## src/rtl/div_result_bcd.sv

```systemverilog
// div_result_bcd: captures a quotient/remainder pair and converts both to packed BCD
// with a sequential double-dabble engine behind valid/ready handshakes.
module div_result_bcd #(
    parameter int WIDTH  = 16,
    parameter int DIGITS = 5
) (
    input  logic                clk,
    input  logic                rst,
    input  logic                in_valid,
    output logic                in_ready,
    input  logic [WIDTH-1:0]    quotient,
    input  logic [WIDTH-1:0]    remainder,
    output logic                out_valid,
    input  logic                out_ready,
    output logic [4*DIGITS-1:0] q_bcd,
    output logic [4*DIGITS-1:0] r_bcd
);
    localparam int BW = 4 * DIGITS;
    localparam int CW = $clog2(WIDTH + 1);

    typedef enum logic [1:0] {IDLE, SHIFT, DONE} state_t;

    state_t          state, state_n;
    logic [WIDTH-1:0] q_bin, r_bin;
    logic [BW-1:0]    q_acc, r_acc, q_adj, r_adj, q_nxt, r_nxt;
    logic [CW-1:0]    count;
    logic             last;

    // Digits are corrected independently; no carry ripples between them.
    function automatic logic [BW-1:0] add3(input logic [BW-1:0] b);
        logic [BW-1:0] a;
        a = b;
        for (int i = 0; i < DIGITS; i++)
            a[4*i+:4] = b[4*i+:4] >= 4'd5 ? b[4*i+:4] + 4'd3 : b[4*i+:4];
        return a;
    endfunction

    always_comb begin
        q_adj   = add3(q_acc);
        r_adj   = add3(r_acc);
        q_nxt   = {q_adj[BW-2:0], q_bin[WIDTH-1]};
        r_nxt   = {r_adj[BW-2:0], r_bin[WIDTH-1]};
        last    = count == CW'(WIDTH - 1);
        state_n = state == IDLE  ? (in_valid ? SHIFT : IDLE) :
                  state == SHIFT ? (last ? DONE : SHIFT) :
                                   (out_ready ? IDLE : DONE);
    end

    assign in_ready  = state == IDLE;
    assign out_valid = state == DONE;

    always_ff @(posedge clk) begin
        if (rst) state <= IDLE;
        else     state <= state_n;
    end

    always_ff @(posedge clk) begin
        if (rst) begin
            q_bin <= '0;
            r_bin <= '0;
            q_acc <= '0;
            r_acc <= '0;
            count <= '0;
            q_bcd <= '0;
            r_bcd <= '0;
        end else if (state == IDLE && in_valid) begin
            q_bin <= quotient;
            r_bin <= remainder;
            q_acc <= '0;
            r_acc <= '0;
            count <= '0;
        end else if (state == SHIFT) begin
            q_acc <= q_nxt;
            r_acc <= r_nxt;
            q_bin <= q_bin << 1;
            r_bin <= r_bin << 1;
            count <= count + CW'(1);
            if (last) begin
                q_bcd <= q_nxt;
                r_bcd <= r_nxt;
            end
        end
    end
endmodule

```

## config.mk

```make
export PLATFORM = sky130hd
export DESIGN_NAME = div_result_bcd
export DESIGN_NICKNAME = d
export VERILOG_FILES = /design/src/rtl/div_result_bcd.sv
export SDC_FILE = /design/constraint.sdc
export NUM_CORES = 1
export LEC_CHECK = 0
export CORE_MARGIN = 10
export CORE_UTILIZATION = 51
export DETAILED_ROUTE_END_ITERATION = 10
export PLACE_DENSITY_LB_ADDON = 0.15
export SKIP_LAST_GASP = 1
export SLEW_MARGIN = 15
export SYNTH_ARGS = -nofsm -noshare
export SYNTH_HDL_FRONTEND = slang
export SYNTH_SLANG_ARGS = --single-unit
```

## constraint.sdc

```tcl
create_clock -name clk -period 2 [get_ports clk]
set_input_delay 0.6 -clock clk [delete_from_list [all_inputs] [get_ports clk]]
set_output_delay 0.6 -clock clk [all_outputs]
set_load 0.02 [all_outputs]
```

Word level (Yosys, flattened, before mapping)
Index checks and enable logic that the tools add are counted.

Reduce and logical (&&, ||, !) cells: 5. Eq/ne operators: 3. Bitwise operators: 1. $lt $le $gt $ge: 10. $add $sub $neg: 11. Muxes and demuxes: 19.

Operator list (number): $mux W16 (4); $ge A4 B3 Y1 const B (10); $add A4 B2 Y4 const B (8); $mux W4 (8); $mux W2 (4); $add A3 B2 Y3 const B (2); $mux W3 (2); $add A5 B1 Y5 const B (1); $eq A5 B4 Y1 const B (1); $reduce_and A3 Y1 (1); $eq A2 B1 Y1 const B (1); $eq A2 B2 Y1 const B (1); $logic_not A2 Y1 (1); $reduce_bool A2 Y1 (1); $reduce_or A2 Y1 (1); $logic_and A1 B1 Y1 (1); $mux W1 (1); $not A1 Y1 (1).

Input port bits: 36. Output and inout bits: 42. Logic and storage cells: 57. Register bits after elaboration: 119.

Depth between registers and ports, before layout
Word-level depth: 4. Mapped depth: 8.

Worst setup path after synthesis
No wires, ideal clock.

Path type: flip-flop to flip-flop. Start: reg count[0]. End: reg q_bcd[10]. Cell stages (with the launch flop): 8. Clock period less this slack: 1.531 ns. Required time: 1.872 ns. Setup slack: 0.469 ns. Path buffers: 1. Arrival: 1.402 ns. Setup time: 0.128 ns. Cells stage by stage: dfxtp_1 > ha_1 > and3_1 > ha_1 > and2_4 > nand2b_1 > clkbuf_1 > o21ai_0.

Word-level cells in the longest chain between the ends: 2.

RTL lines: start: declaration (RTL line 26) `logic [CW-1:0] count;`; start signal: assignment (RTL line 77) `count <= count + CW'(1);`; $eq A5 B4 Y1 (RTL line 43) `last = count == CW'(WIDTH - 1);`; $reduce_and A3 Y1 (no source line); end signal: assignment (RTL line 79) `q_bcd <= q_nxt;`; end: declaration (RTL line 15) `output logic [4*DIGITS-1:0] q_bcd,`.

No other way between the ends. A chain may end at the register's enable or synchronous reset.

Worst setup path in the final report
Start: reg state[0]. End: out in_ready.

Word-level cells in the longest chain between the ends: 1.

RTL lines: start: declaration (RTL line 23) `state_t state, state_n;`; start signal: assignment (RTL line 54) `else state <= state_n;`; $logic_not A2 Y1 (RTL line 49) `assign in_ready = state == IDLE;`; end: declaration (RTL line 10) `output logic in_ready,`.

No other way between the ends.

==> qor.txt <==
slowest stage delay, CP - 0.37 ns
synthesis-to-finish area growth - 28.6%
Die Span Y - 121 µm
routability cong. - 0.794
Hold Fails Final Rpt - 0
worst setup margin - 0.146 ns
# rows - 36
drt wl/cell - 15.4 µm
WP data arrival - 1.25 ns
first-pass GRT wire length - 21.2 mm
Critical Path Fanout Max - 5
Syn Nets - 655
Detail Placement HPWL - 8.31 mm
R2R Path Start - state[1]
Slowest-stage cell, CP - dfxtp_1
switching power total - 1.36 mW
WP data required - 1.40 ns
RSZ-0062 raised after global routing - false
status - finished clean
Worst-Margin Slew - 0.660 ns
Total Routing Usage GR - 17.4%
number of global-route vias before repair - 4608
Worst Hold Class - input pin to register
routed wire length - 12.6 mm
Clock Tree Buf Depth - 2
die area - 14700 µm²
Comb pwr share - 7.1%
Yosys Warn Count - 0
Diodes inserted - 0
clk sink count - 119
crit path cell chain - nor2_1 -> clkbuf_2
Pwr Density - 929 nW/µm²
total gr overflow - 0
Worst R2R End - q_acc[14]
Finished Cell Area - 6710 µm²
number of detailed-route iterations in the first pass - 5
Worst setup SP type - register
starting density of the core - 52.9%
met3 wire len - 724 µm
Hold Crit Start - rst
Hold Path Sink - state[0]
# resized after CTS - 42
Final setup viols - 0
fill count - 790
CTS tree - done
Net Sw Frac - 21.8%
Tcrit/Tclk final - 92.7%
max frequency - 539 MHz
nets@finish - 728
Worst Skew - 0.00786 ns
reg2reg setup slack - 0.25 ns
syn_area_per_cell - 8.74 µm²
routed vias/inst - 5.56
Post-CTS Repair Setup Buffers - 0
root buf cell - clkbuf_8
later-pin clock latency in the skew report - 0.51 ns
hold-fix buffers at CTS - 0
I/O Pins - 78
ratio of cells with drive above 1 in the final layout - 9.52%
R2R cell count - 6
critical path class - register to output port
# DRC - 0
WL met2 - 6.25 mm
Seq pwr share - 39.8%
Seq/Total Area, Yosys - 45.7%
overall power - 6.23 mW
Core Area - 9860 µm²
Worst Setup End Kind - output port
vias - 4537
Clk pwr share - 53.2%
TritonCTS buffer count - 17
Lkg Pwr - 2.54 nW
fin. max-slew vios - 0
Final Util - 68.0%
Int Power - 4.88 mW
uppermost metal layer occupied by signal nets - met4
post-synth design cell area - 5220 µm²
max-cap check violation count - 0
#FFs+latches synth - 119
WHS Path Cells - 2
H-tree Lvls - 4
Syn Inst Count - 597
first-iteration detailed-routing DRC count - 290
I/O Buffers - 77
maximum vdd ir drop - 0.000559 V
pre-CTS setup slack - -0.485 ns
Synth cell types - 33
initial antenna violation count - 0
relative slew slack - 55.9%
Final ANT Viol Nets - 0
fin crit period - 1.85 ns
Reg clk slew, reported paths - 0.05 ns
M1 WL - 5.38 mm
Die X - 121 µm
largest net degree at the start of global routing - 56
Placed Area - 6110 µm²
==> how the worst max path moves through the flow <==
stage	startpoint	slack, ns	end	cells after the start
after floorplan	count[0]	0.47	q_bcd[10]	7
after global placement	in_valid	-0.38	q_bin[8]	5
after detailed placement	in_valid	-0.49	r_bin[11]	5
after CTS	state[0]	-0.03	in_ready	2
after global routing	state[0]	0.1	in_ready	2
final	state[0]	0.15	in_ready	2
==> cell usage after synthesis <==
cell type  instances  area [µm²]
a22oi_1           30         225
nand4_1            1        6.26
nor3_1            10        50.1
clkbuf_1          11        41.3
nor2b_1            1        6.26
mux2_2            10         113
a211oi_1          19         143
xor2_1             2        17.5
and2_4             1        8.76
nand3b_1          20         150
buf_6              5        56.3
o22ai_1           10        62.6
nand2_1           58         218
and2_1             2        12.5
buf_2             18        90.1
or2_1              1        6.26
nor2_4             1        11.3
clkbuf_2           1        5.00
nand3_1           20         100
a21oi_1           74         370
xnor2_1           11        96.3
nor2_1            37         139
buf_4              4        30.0
inv_1             21        78.8
and3_1             1        6.26
nand2b_1          13        81.3
dfxtp_1          119        2380
o21ai_0           54         270
nor3b_1           16         120
o21ai_1            2        10.0
nor3b_4            1        18.8
nor2b_4            1        13.8
ha_1              22         275
==> power groups by stage <==
stage	logic (mW)	clock network, mW	registers, mW
2_1_floorplan	0.288	0	2.51
3_3_place_gp	0.422	0	2.52
3_5_place_dp	0.436	0	2.53
4_1_cts	0.437	3.35	2.48
5_1_grt	0.486	3.48	2.48
6_report	0.440	3.32	2.48
==> cell usage in the layout, fill, tap and decap left out, types with 19 or more instances in the layout <==
| master | n |
|---|---|
| dlygate4sd2_1 | 40 |
| nand3b_1 | 20 |
| dfxtp_1 | 119 |
| nand2_1 | 58 |
| nand3_1 | 20 |
| a22oi_1 | 30 |
| a211oi_1 | 19 |
| inv_1 | 21 |
| o21ai_0 | 54 |
| a21oi_1 | 74 |
| nor2_1 | 36 |
| clkdlybuf4s50_1 | 34 |
| ha_1 | 22 |
==> registers in the layout (all words and copies together), names as in the netlist <==
register and cells:
count 5, q_acc 20, q_bcd 20, q_bin 16, r_acc 20, r_bcd 20
r_bin 16, state 2
==> cell type report <==
type / count / area [µm²] / share of cell area [%]
multi-input cells: 418 / 2540 / 37.8
flip-flops and latches: 119 / 2380 / 35.5
repair buffers: 93 / 888 / 13.2
clock buffers: 21 / 459 / 6.84
clock inverters: 11 / 195 / 2.91
well taps: 133 / 166 / 2.48
inverters: 21 / 78.8 / 1.17
==> worst max-delay path, delay by kind of cell (launching register included) <==
family | cells | cell delay [ns]
buf+inv | 1 | 0.19
flops | 1 | 0.37
simple gates | 1 | 0.17
==> cell families (layout without fill, tap and decap cells) <==
family / count (synthesis) / after routing / synth area share, %
adder cells (fa/ha/maj): 22 / 22 / 5.28
multiplexers: 10 / 10 / 2.16
flip-flops: 119 / 119 / 45.7
AND/OR/NAND/NOR: 184 / 184 / 18.2
AO/OA/AOI/OAI: 189 / 189 / 20.7
buffers and inverters: 60 / 146 / 5.78
XOR/XNOR: 13 / 13 / 2.18
==> through the flow <==
step / TNS [ns] / hold WS, ns / cells
6_report: 0 / 0.398 / 816
5_1_grt: 0 / 0.404 / 816
4_1_cts: -0.0332 / 0.386 / 816
3_5_place_dp: -23.71 / 0.449 / 784
3_3_place_gp: -20.63 / 0.442 / 784
2_1_floorplan: 0 / 0.437 / 597
==> metal layers <==
metal,vias to the layer above,GRT usage (%)
met5,-,0
met4,0,6.18
met1,2149,20.3
met2,118,29.2
li1,2249,-
met3,21,5.63
Note: power is estimated with default switching activity, not from simulation.
